<file path="src/rtl/mem_bus_arbiter.sv">
// Arbitrates the shared memory command port between the GBA cart bus and the USB bridge.
// Define MEM_ARB_STARVE_GUARD_EN to bound how long USB can be starved by GBA priority.
//
// state    | meaning
// ST_IDLE  | no transaction; pick a winner and ack it
// ST_CMD   | command presented to memory until mem_cmd_ready
// ST_RSP   | read accepted; waiting for mem_rsp_valid or timeout
module mem_bus_arbiter #(
  parameter int ADDR_W = 26,
  parameter int DATA_W = 32,
  parameter int USB_MAX_WAIT = 8,
  parameter int RSP_TIMEOUT = 255,
  parameter logic [DATA_W-1:0] ERR_WORD = 32'hDEADBEEF
) (
  input  logic              clk,
  input  logic              rst,
  input  logic              gba_req,
  input  logic              gba_we,
  input  logic [ADDR_W-1:0] gba_addr,
  input  logic [DATA_W-1:0] gba_wdata,
  output logic              gba_ack,
  output logic              gba_rvalid,
  output logic [DATA_W-1:0] gba_rdata,
  input  logic              usb_req,
  input  logic              usb_we,
  input  logic [ADDR_W-1:0] usb_addr,
  input  logic [DATA_W-1:0] usb_wdata,
  output logic              usb_ack,
  output logic              usb_rvalid,
  output logic [DATA_W-1:0] usb_rdata,
  output logic              rsp_err,
  output logic              mem_cmd_valid,
  input  logic              mem_cmd_ready,
  output logic              mem_cmd_we,
  output logic [ADDR_W-1:0] mem_addr,
  output logic [DATA_W-1:0] mem_wdata,
  input  logic              mem_rsp_valid,
  input  logic [DATA_W-1:0] mem_rsp_data,
  output logic              busy
);

  localparam logic [1:0] ST_IDLE = 2'd0;
  localparam logic [1:0] ST_CMD  = 2'd1;
  localparam logic [1:0] ST_RSP  = 2'd2;

  localparam int TMO_W = $clog2(RSP_TIMEOUT + 1);
  localparam logic [TMO_W-1:0] TMO_LAST = TMO_W'(RSP_TIMEOUT - 1);
  localparam logic [ADDR_W-1:0] ADDR_MASK = ~ADDR_W'(3);

  logic [1:0]        state;
  logic              owner_usb;
  logic [TMO_W-1:0]  tmo_cnt;
  logic              idle;
  logic              usb_forced;
  logic              grant_gba;
  logic              grant_usb;
  logic              rsp_done;
  logic [DATA_W-1:0] rsp_word;

  // Acks are gated by rst so nothing is granted while reset is held.
  assign idle      = (state == ST_IDLE) && rst;
  assign grant_gba = idle && gba_req && !usb_forced;
  assign grant_usb = idle && usb_req && (!gba_req || usb_forced);
  assign gba_ack   = grant_gba;
  assign usb_ack   = grant_usb;

  assign mem_cmd_valid = (state == ST_CMD);
  assign busy          = (state != ST_IDLE);

  assign rsp_done = mem_rsp_valid || (tmo_cnt == TMO_LAST);
  assign rsp_word = mem_rsp_valid ? mem_rsp_data : ERR_WORD;

`ifdef MEM_ARB_STARVE_GUARD_EN
  localparam int WAIT_W = $clog2(USB_MAX_WAIT + 1);
  logic [WAIT_W-1:0] wait_cnt;

  assign usb_forced = usb_req && (wait_cnt == WAIT_W'(USB_MAX_WAIT));

  always_ff @(posedge clk or negedge rst) begin
    if (!rst) begin
      wait_cnt <= '0;
    end else if (state == ST_IDLE) begin
      if (!usb_req || grant_usb) begin
        wait_cnt <= '0;
      end else if (grant_gba) begin
        wait_cnt <= wait_cnt + WAIT_W'(1);
      end
    end
  end
`else
  // Strict priority build: the wait bound has no effect.
  logic [31:0] unused_max_wait;
  assign unused_max_wait = 32'(USB_MAX_WAIT);
  assign usb_forced = 1'b0;
`endif

  always_ff @(posedge clk or negedge rst) begin
    if (!rst) begin
      state      <= ST_IDLE;
      owner_usb  <= 1'b0;
      mem_cmd_we <= 1'b0;
      mem_addr   <= '0;
      mem_wdata  <= '0;
      tmo_cnt    <= '0;
      gba_rvalid <= 1'b0;
      usb_rvalid <= 1'b0;
      rsp_err    <= 1'b0;
      gba_rdata  <= '0;
      usb_rdata  <= '0;
    end else begin
      gba_rvalid <= 1'b0;
      usb_rvalid <= 1'b0;
      rsp_err    <= 1'b0;
      case (state)
        ST_IDLE: begin
          if (grant_gba || grant_usb) begin
            owner_usb  <= grant_usb;
            mem_cmd_we <= grant_usb ? usb_we : gba_we;
            mem_addr   <= (grant_usb ? usb_addr : gba_addr) & ADDR_MASK;
            mem_wdata  <= grant_usb ? usb_wdata : gba_wdata;
            state      <= ST_CMD;
          end
        end
        ST_CMD: begin
          if (mem_cmd_ready) begin
            if (mem_cmd_we) begin
              state <= ST_IDLE;
            end else begin
              state   <= ST_RSP;
              tmo_cnt <= '0;
            end
          end
        end
        ST_RSP: begin
          if (rsp_done) begin
            if (owner_usb) begin
              usb_rdata  <= rsp_word;
              usb_rvalid <= 1'b1;
            end else begin
              gba_rdata  <= rsp_word;
              gba_rvalid <= 1'b1;
            end
            rsp_err <= !mem_rsp_valid;
            state   <= ST_IDLE;
          end else begin
            tmo_cnt <= tmo_cnt + TMO_W'(1);
          end
        end
        default: state <= ST_IDLE;
      endcase
    end
  end

endmodule

</file>
<file path="config.mk">
export PLATFORM = sky130hd
export DESIGN_NAME = mem_bus_arbiter
export DESIGN_NICKNAME = d
export VERILOG_FILES = /design/src/rtl/mem_bus_arbiter.sv
export SDC_FILE = /design/constraint.sdc
export NUM_CORES = 1
export LEC_CHECK = 0
export ABC_AREA = 1
export BUFFER_PORTS_ARGS = -buffer_cell sky130_fd_sc_hd__buf_2
export CORE_MARGIN = 5
export CORE_UTILIZATION = 45
export CTS_BUF_LIST = sky130_fd_sc_hd__clkbuf_4
export CTS_CLUSTER_DIAMETER = 200
export DETAILED_ROUTE_END_ITERATION = 8
export PLACE_DENSITY_LB_ADDON = 0.15
export SLEW_MARGIN = 25
export SYNTH_ARGS = -nofsm -noshare
export SYNTH_HDL_FRONTEND = slang
export SYNTH_SLANG_ARGS = --single-unit
</file>
<file path="constraint.sdc">
create_clock -name clk -period 1.3 [get_ports clk]
set_input_delay 0.065 -clock clk [delete_from_list [all_inputs] [get_ports clk]]
set_output_delay 0.065 -clock clk [all_outputs]
set_load 0.01 [all_outputs]
</file>
* Yosys cells after proc, flatten, opt, wreduce, memory -nomap -nowiden
Cells that the tools add are included.
Word-level totals: register bits after elaboration 135, output and inout bits 130, bits of input ports 156
Operators by class: bitwise logic cells 1, $add $sub $neg 1, mux-type cells 21, reduce and logical (&&, ||, !) cells 16, equal/unequal tests 8
Operators by type and width (number):
- 32-bit two-way mux | 2
- 26-bit two-way mux | 1
- 8-bit two-way mux | 3
- 8-bit one-hot mux with 2 select lines | 1
- 1-bit two-way mux | 9
- 3-bit AND reduction | 3
- 8-bit by 1-bit adder with 8-bit output (second input constant) | 1
- 8-bit == test (second input constant) | 1
- 2-bit two-way mux | 4
- 2-bit inequality test (second input constant) | 3
- 2-bit one-hot mux with 3 select lines | 1
- 1-bit logical AND | 4
- 2-bit by 1-bit inequality test with 1-bit output (second input constant) | 2
- 4-bit AND reduction | 1
- 2-bit nonzero test | 2
- 2-bit by 1-bit == test with 1-bit output (second input constant) | 1
- 2-bit == test (second input constant) | 1
- 1-bit zero test | 2
- 2-bit zero test | 1
- 1-bit logical OR | 2
- 2-bit AND reduction | 1
- 1-bit inverter | 1

* Logic depth before layout (Yosys ltp)
word-level depth 7, gate-level depth with buffers 10

* Least setup slack after synthesis
OpenSTA, ideal clock, no wires.
path type register -> register, start point register tmo_cnt[0], end point register gba_rdata[14], path slack -0.110 ns, arrival time 1.293 ns, cell stages (with the launch flop) 11, required time 1.183 ns, path buffers 1, cells stage by stage dfrtp_1 inv_1 ha_1 nand2_1 nor2_1 nand2_1 nand2_2 nand3_2 buf_2 nand2_1 nand2_1
Between the ends: cells in the longest elaborated chain, start to end 3
RTL lines:
- start, declared | line 52 | logic [TMO_W-1:0] tmo_cnt;
- start signal, assigned | line 146 | tmo_cnt <= tmo_cnt + TMO_W'(1);
- 8-bit == test | line 70 | assign rsp_done = mem_rsp_valid || (tmo_cnt == TMO_LAST);
- 1-bit logical OR | line 70
- 3-bit AND reduction (no source line)
- end signal, assigned | line 140 | gba_rdata <= rsp_word;
- end, declared | line 23 | output logic [DATA_W-1:0] gba_rdata,
No other way between the ends. A chain may end at the register's enable or synchronous reset.

* Worst setup path in the final report
start point register state[0], end point output gba_ack
Between the ends: cells in the longest elaborated chain, start to end 3
RTL lines:
- start, declared | line 50 | logic [1:0] state;
- start signal, assigned | line 99 | state <= ST_IDLE;
- start signal, assigned | line 121 | state <= ST_CMD;
- start signal, assigned | line 127 | state <= ST_IDLE;
- 2-bit zero test | line 61 | assign idle = (state == ST_IDLE) && rst;
- 1-bit logical AND | line 61
- 1-bit logical AND | line 62 | assign grant_gba = idle && gba_req && !usb_forced;
- end, declared | line 21 | output logic gba_ack,
No other way between the ends.

==> summary.txt <==
Route
  • First-pass iteration count of the detailed router: 6
  • Initial DRC Count: around 1000
  • ANT nets after route: 0
  • Sum of routed wire length over all layers: 34300 µm
  • Drt drc: 0
  • Via density: about 5.7
  • Via count: ~9.0k
  • Routed length per placed instance: 21.6 µm

Logic synthesis
  • Cell area after technology mapping: about 6700 µm²
  • Share of the synthesized area in the top cell type: 50.2%
  • Library cell with the largest summed area after synthesis: sky130_fd_sc_hd__dfrtp_1
  • Top area cells in the synthesized netlist: sky130_fd_sc_hd__dfrtp_1 50%, sky130_fd_sc_hd__nand2_1 21%, sky130_fd_sc_hd__inv_1 7.1%, sky130_fd_sc_hd__nand4_1 5.9%, sky130_fd_sc_hd__nand3_1 5.3%
  • Synth unique cells: 26
  • Fraction of the yosys area taken by sequential cells: 50.2%
  • Synth Area per Inst: 7.52 µm²
  • Most repeated cell in the gate-level netlist after synthesis: sky130_fd_sc_hd__nand2_1
  • Fraction of registers with async set/reset: 100%
  • FF+latch count, synth: 135
  • Total of warnings raised by yosys: 0
  • Cell count after synthesis: 895
  • Number of flops mapped to enable cells by yosys: 0
  • Ranking of synthesized cells by instance count: 380 x sky130_fd_sc_hd__nand2_1, 135 x sky130_fd_sc_hd__dfrtp_1, 127 x sky130_fd_sc_hd__inv_1
  • Commonest register cell after synthesis: sky130_fd_sc_hd__dfrtp_1

Timing
  • Final max-slew violation count: 0
  • Max Clock Skew: 0.0254 ns
  • Final clock period utilization by the worst path: 137%
  • Time the final worst path needs with I/O delays and setup: roughly 1.8 ns
  • Final hold slack: around 0.19 ns
  • Highest Clock Rate: 0.562 GHz
  • Headroom to the max-slew limit: between 50% and 60%
  • RSZ-0062 raised after global routing: yes
  • Setup violators final: 139
  • Transition time at the pin with the least slew margin: approximately 0.61 ns
  • Number of failing hold endpoints at the final stage: 0
  • Worst path setup slack after routing: -0.478 ns

Setup path
  • Maximum fanout count along the critical path: 3
  • Series of cell instances along the critical path: nor2_4, inv_2, nor2_4, nand2_2, buf_6, inv_2, buf_6
  • Slowest Stage Delay on Critical Path: 0.44 ns
  • Crit. End Element: primary output
  • Count of buffer and inverter cells on the critical path: 4
  • Worst Path Required: 1.24 ns
  • Family of cells with the greatest summed delay on the critical path: flip-flops
  • CP arrival: around 1.7 ns
  • Start-to-end type of the worst setup path: reg -> out
  • Launching element type of the critical path: flip-flop
  • Slowest cell on crit path: sky130_fd_sc_hd__dfrtp_1

Die
  • Die boundary height: roughly 130 µm
  • CORE AREA: 14600 µm²
  • Cell Rows: 44
  • Die X: approximately 130 µm
  • Number of top-level pins: 286
  • Initial Utilization: 46.1%
  • Die Area: 17500 µm²

Place
  • Gpl congestion: around 0.81
  • Placed wire-length estimate after detailed placement: 14400 µm
  • Port buffer count: 279
  • DP Area: approximately 8600 µm²

Final layout
  • Number of nets at the end of the flow: 1545
  • Summed area of non-filler cells in the final layout: around 12000 µm²
  • Synth-to-layout area growth: 83.2%
  • Utilization after layout: a little over four fifths
  • Layout cells sized above 1: 44.7%

GRT
  • Largest net degree at the start of global routing: around 110
  • Global router's overall resource usage: 34.8%
  • First-pass GRT wire length: 48700 µm
  • Number of global-route vias before repair: between 9k and 10k
  • Remaining global-route overflow: 0
  • Initial antenna violation count: 4

CTS
  • Number of buffers created by CTS: 17
  • Root Buffer Master: sky130_fd_sc_hd__clkbuf_4
  • CTS clock-pin slew for the worst setup and hold paths: 0.12 ns
  • Number of buffers between clock root and the deepest sink: 2
  • Clock latency on the worst-skew pair: 0.58 ns
  • Sinks on Clock Net: 135
  • TritonCTS clock tree: done
  • H-tree levels: 4

Power
  • Power per Cell Area: 1820 nW/µm²
  • Leakage power of the design: 0.00675 µW
  • Worst VDD drop: 991 µV

Flow run
  • MaxCap Viol Count: 0

Hold path
  • Kind of path behind the tightest hold check: in -> reg

Status
  • Outcome: complete, but fails checks
  • Failing checks: negative setup slack
cell type report:
type	instances	area [µm²]
Multi-Input combinational cell	573	3420
Antenna cell	7	17.5
Sequential cell	135	3380
Tap cell	184	230
Timing Repair Buffer	528	4450
Clock buffer	18	135
Clock inverter	14	181
Fill cell	719	2250
Inverter	132	524
final timing paths:
kind / startpoint / endpoint / slack [ns] / cells past startpoint
setup / recovery: state[0] / gba_ack / -0.48 / 7
hold / removal: gba_req / owner_usb / 0.19 / 7
setup reg to reg: tmo_cnt[0] / usb_rdata[24] / -0.44 / 12
hold reg to reg: mem_addr[21] / mem_addr[21] / 0.49 / 2
max in group asynchronous: rst / gba_rdata[13] / 0.53 / 3
min in group asynchronous: rst / mem_addr[18] / 0.22 / 3
layer usage:
metal,track usage (%),vias to the layer above,routed length (µm)
met4,21.9,0,2450
met1,39.2,4187,11600
met2,57.2,798,16300
met5,0,-,0
li1,-,3769,-
met3,10.9,259,3900
state kept, by name, indices dropped and copies added (netlist names):
register    count
usb_rvalid      1
mem_wdata      32
gba_rvalid      1
gba_rdata      32
state           2
tmo_cnt         8
usb_rdata      32
owner_usb       1
mem_addr       24
mem_cmd_we      1
rsp_err         1
placed cells by master (no fill, tap or decap), types with 2 or more instances in the layout:
master                            n
sky130_fd_sc_hd__clkinv_1         4
sky130_fd_sc_hd__o21ai_1          2
sky130_fd_sc_hd__buf_4           33
sky130_fd_sc_hd__nand3_2         52
sky130_fd_sc_hd__dfrtp_1        135
sky130_fd_sc_hd__nand2_4         24
sky130_fd_sc_hd__buf_12          24
sky130_fd_sc_hd__nand3_4         11
sky130_fd_sc_hd__dlygate4sd3_1  150
sky130_fd_sc_hd__nor2_2           2
sky130_fd_sc_hd__clkbuf_4        18
sky130_fd_sc_hd__buf_6           24
sky130_fd_sc_hd__bufinv_16        4
sky130_fd_sc_hd__nand2_8          2
sky130_fd_sc_hd__diode_2          7
sky130_fd_sc_hd__nand2_2         85
sky130_fd_sc_hd__nor2_4           4
sky130_fd_sc_hd__nand2_1        271
sky130_fd_sc_hd__buf_2          274
sky130_fd_sc_hd__clkinvlp_4       3
sky130_fd_sc_hd__o21ai_2          2
sky130_fd_sc_hd__clkinv_2         2
sky130_fd_sc_hd__nor3_1           2
sky130_fd_sc_hd__nor2_1           8
sky130_fd_sc_hd__nand4_1         64
sky130_fd_sc_hd__clkinv_4         3
sky130_fd_sc_hd__inv_1          121
sky130_fd_sc_hd__buf_8            4
sky130_fd_sc_hd__clkbuf_16        3
sky130_fd_sc_hd__inv_2            6
sky130_fd_sc_hd__or2_2           24
sky130_fd_sc_hd__xor2_1           2
sky130_fd_sc_hd__buf_16          15
sky130_fd_sc_hd__conb_1           2
sky130_fd_sc_hd__nand3_1         10
through the flow:
step	setup slack, ns	cells	power (µW)	setup TNS, ns
detailed placement	-0.231	1349	14700	-21.15
floorplan	-0.107	896	11100	-7.34
CTS	-0.447	1577	20400	-44.34
global route	-0.546	1588	23500	-53.59
global placement	-0.180	1349	14600	-18.76
finish	-0.478	1591	22500	-46.34
worst reg2reg max path, stage by stage, from the launching register on:
cell and delay [ns]:
sky130_fd_sc_hd__dfrtp_1 0.40, sky130_fd_sc_hd__inv_2 0.09, sky130_fd_sc_hd__ha_4 0.14, sky130_fd_sc_hd__nand2_4 0.05, sky130_fd_sc_hd__nor2_4 0.09, sky130_fd_sc_hd__nand2_2 0.09, sky130_fd_sc_hd__nand2_4 0.10, sky130_fd_sc_hd__buf_6 0.10
sky130_fd_sc_hd__nand3_4 0.15, sky130_fd_sc_hd__buf_12 0.19, sky130_fd_sc_hd__buf_12 0.14, sky130_fd_sc_hd__nand2_4 0.06, sky130_fd_sc_hd__nand2_2 0.05
what timing repair did:
action	in CTS	in global routing
hold endpoints to repair	265	0
cloned	23	3
gates resized for setup	172	139
hold buffers	150	0
setup buffers	27	17
pin swaps	130	20
setup endpoints to repair	137	139
cell families after synthesis:
group	synth area share, %
and+or+nand+nor	36.4
buffers and inverters	12.2
DFF	50.2
AOI/OAI and AO/OA	0.520
xor gates and xnor gates	0.260
adders and majority gates	0.372
other	0.0557
report_power, final:
group          switching (µW)  internal (µW)
clock                    1700           1530
combinational            6460           5210
sequential               1570           6020
total                    9730          12800
No activity file was read; power rests on OpenSTA's default activity.
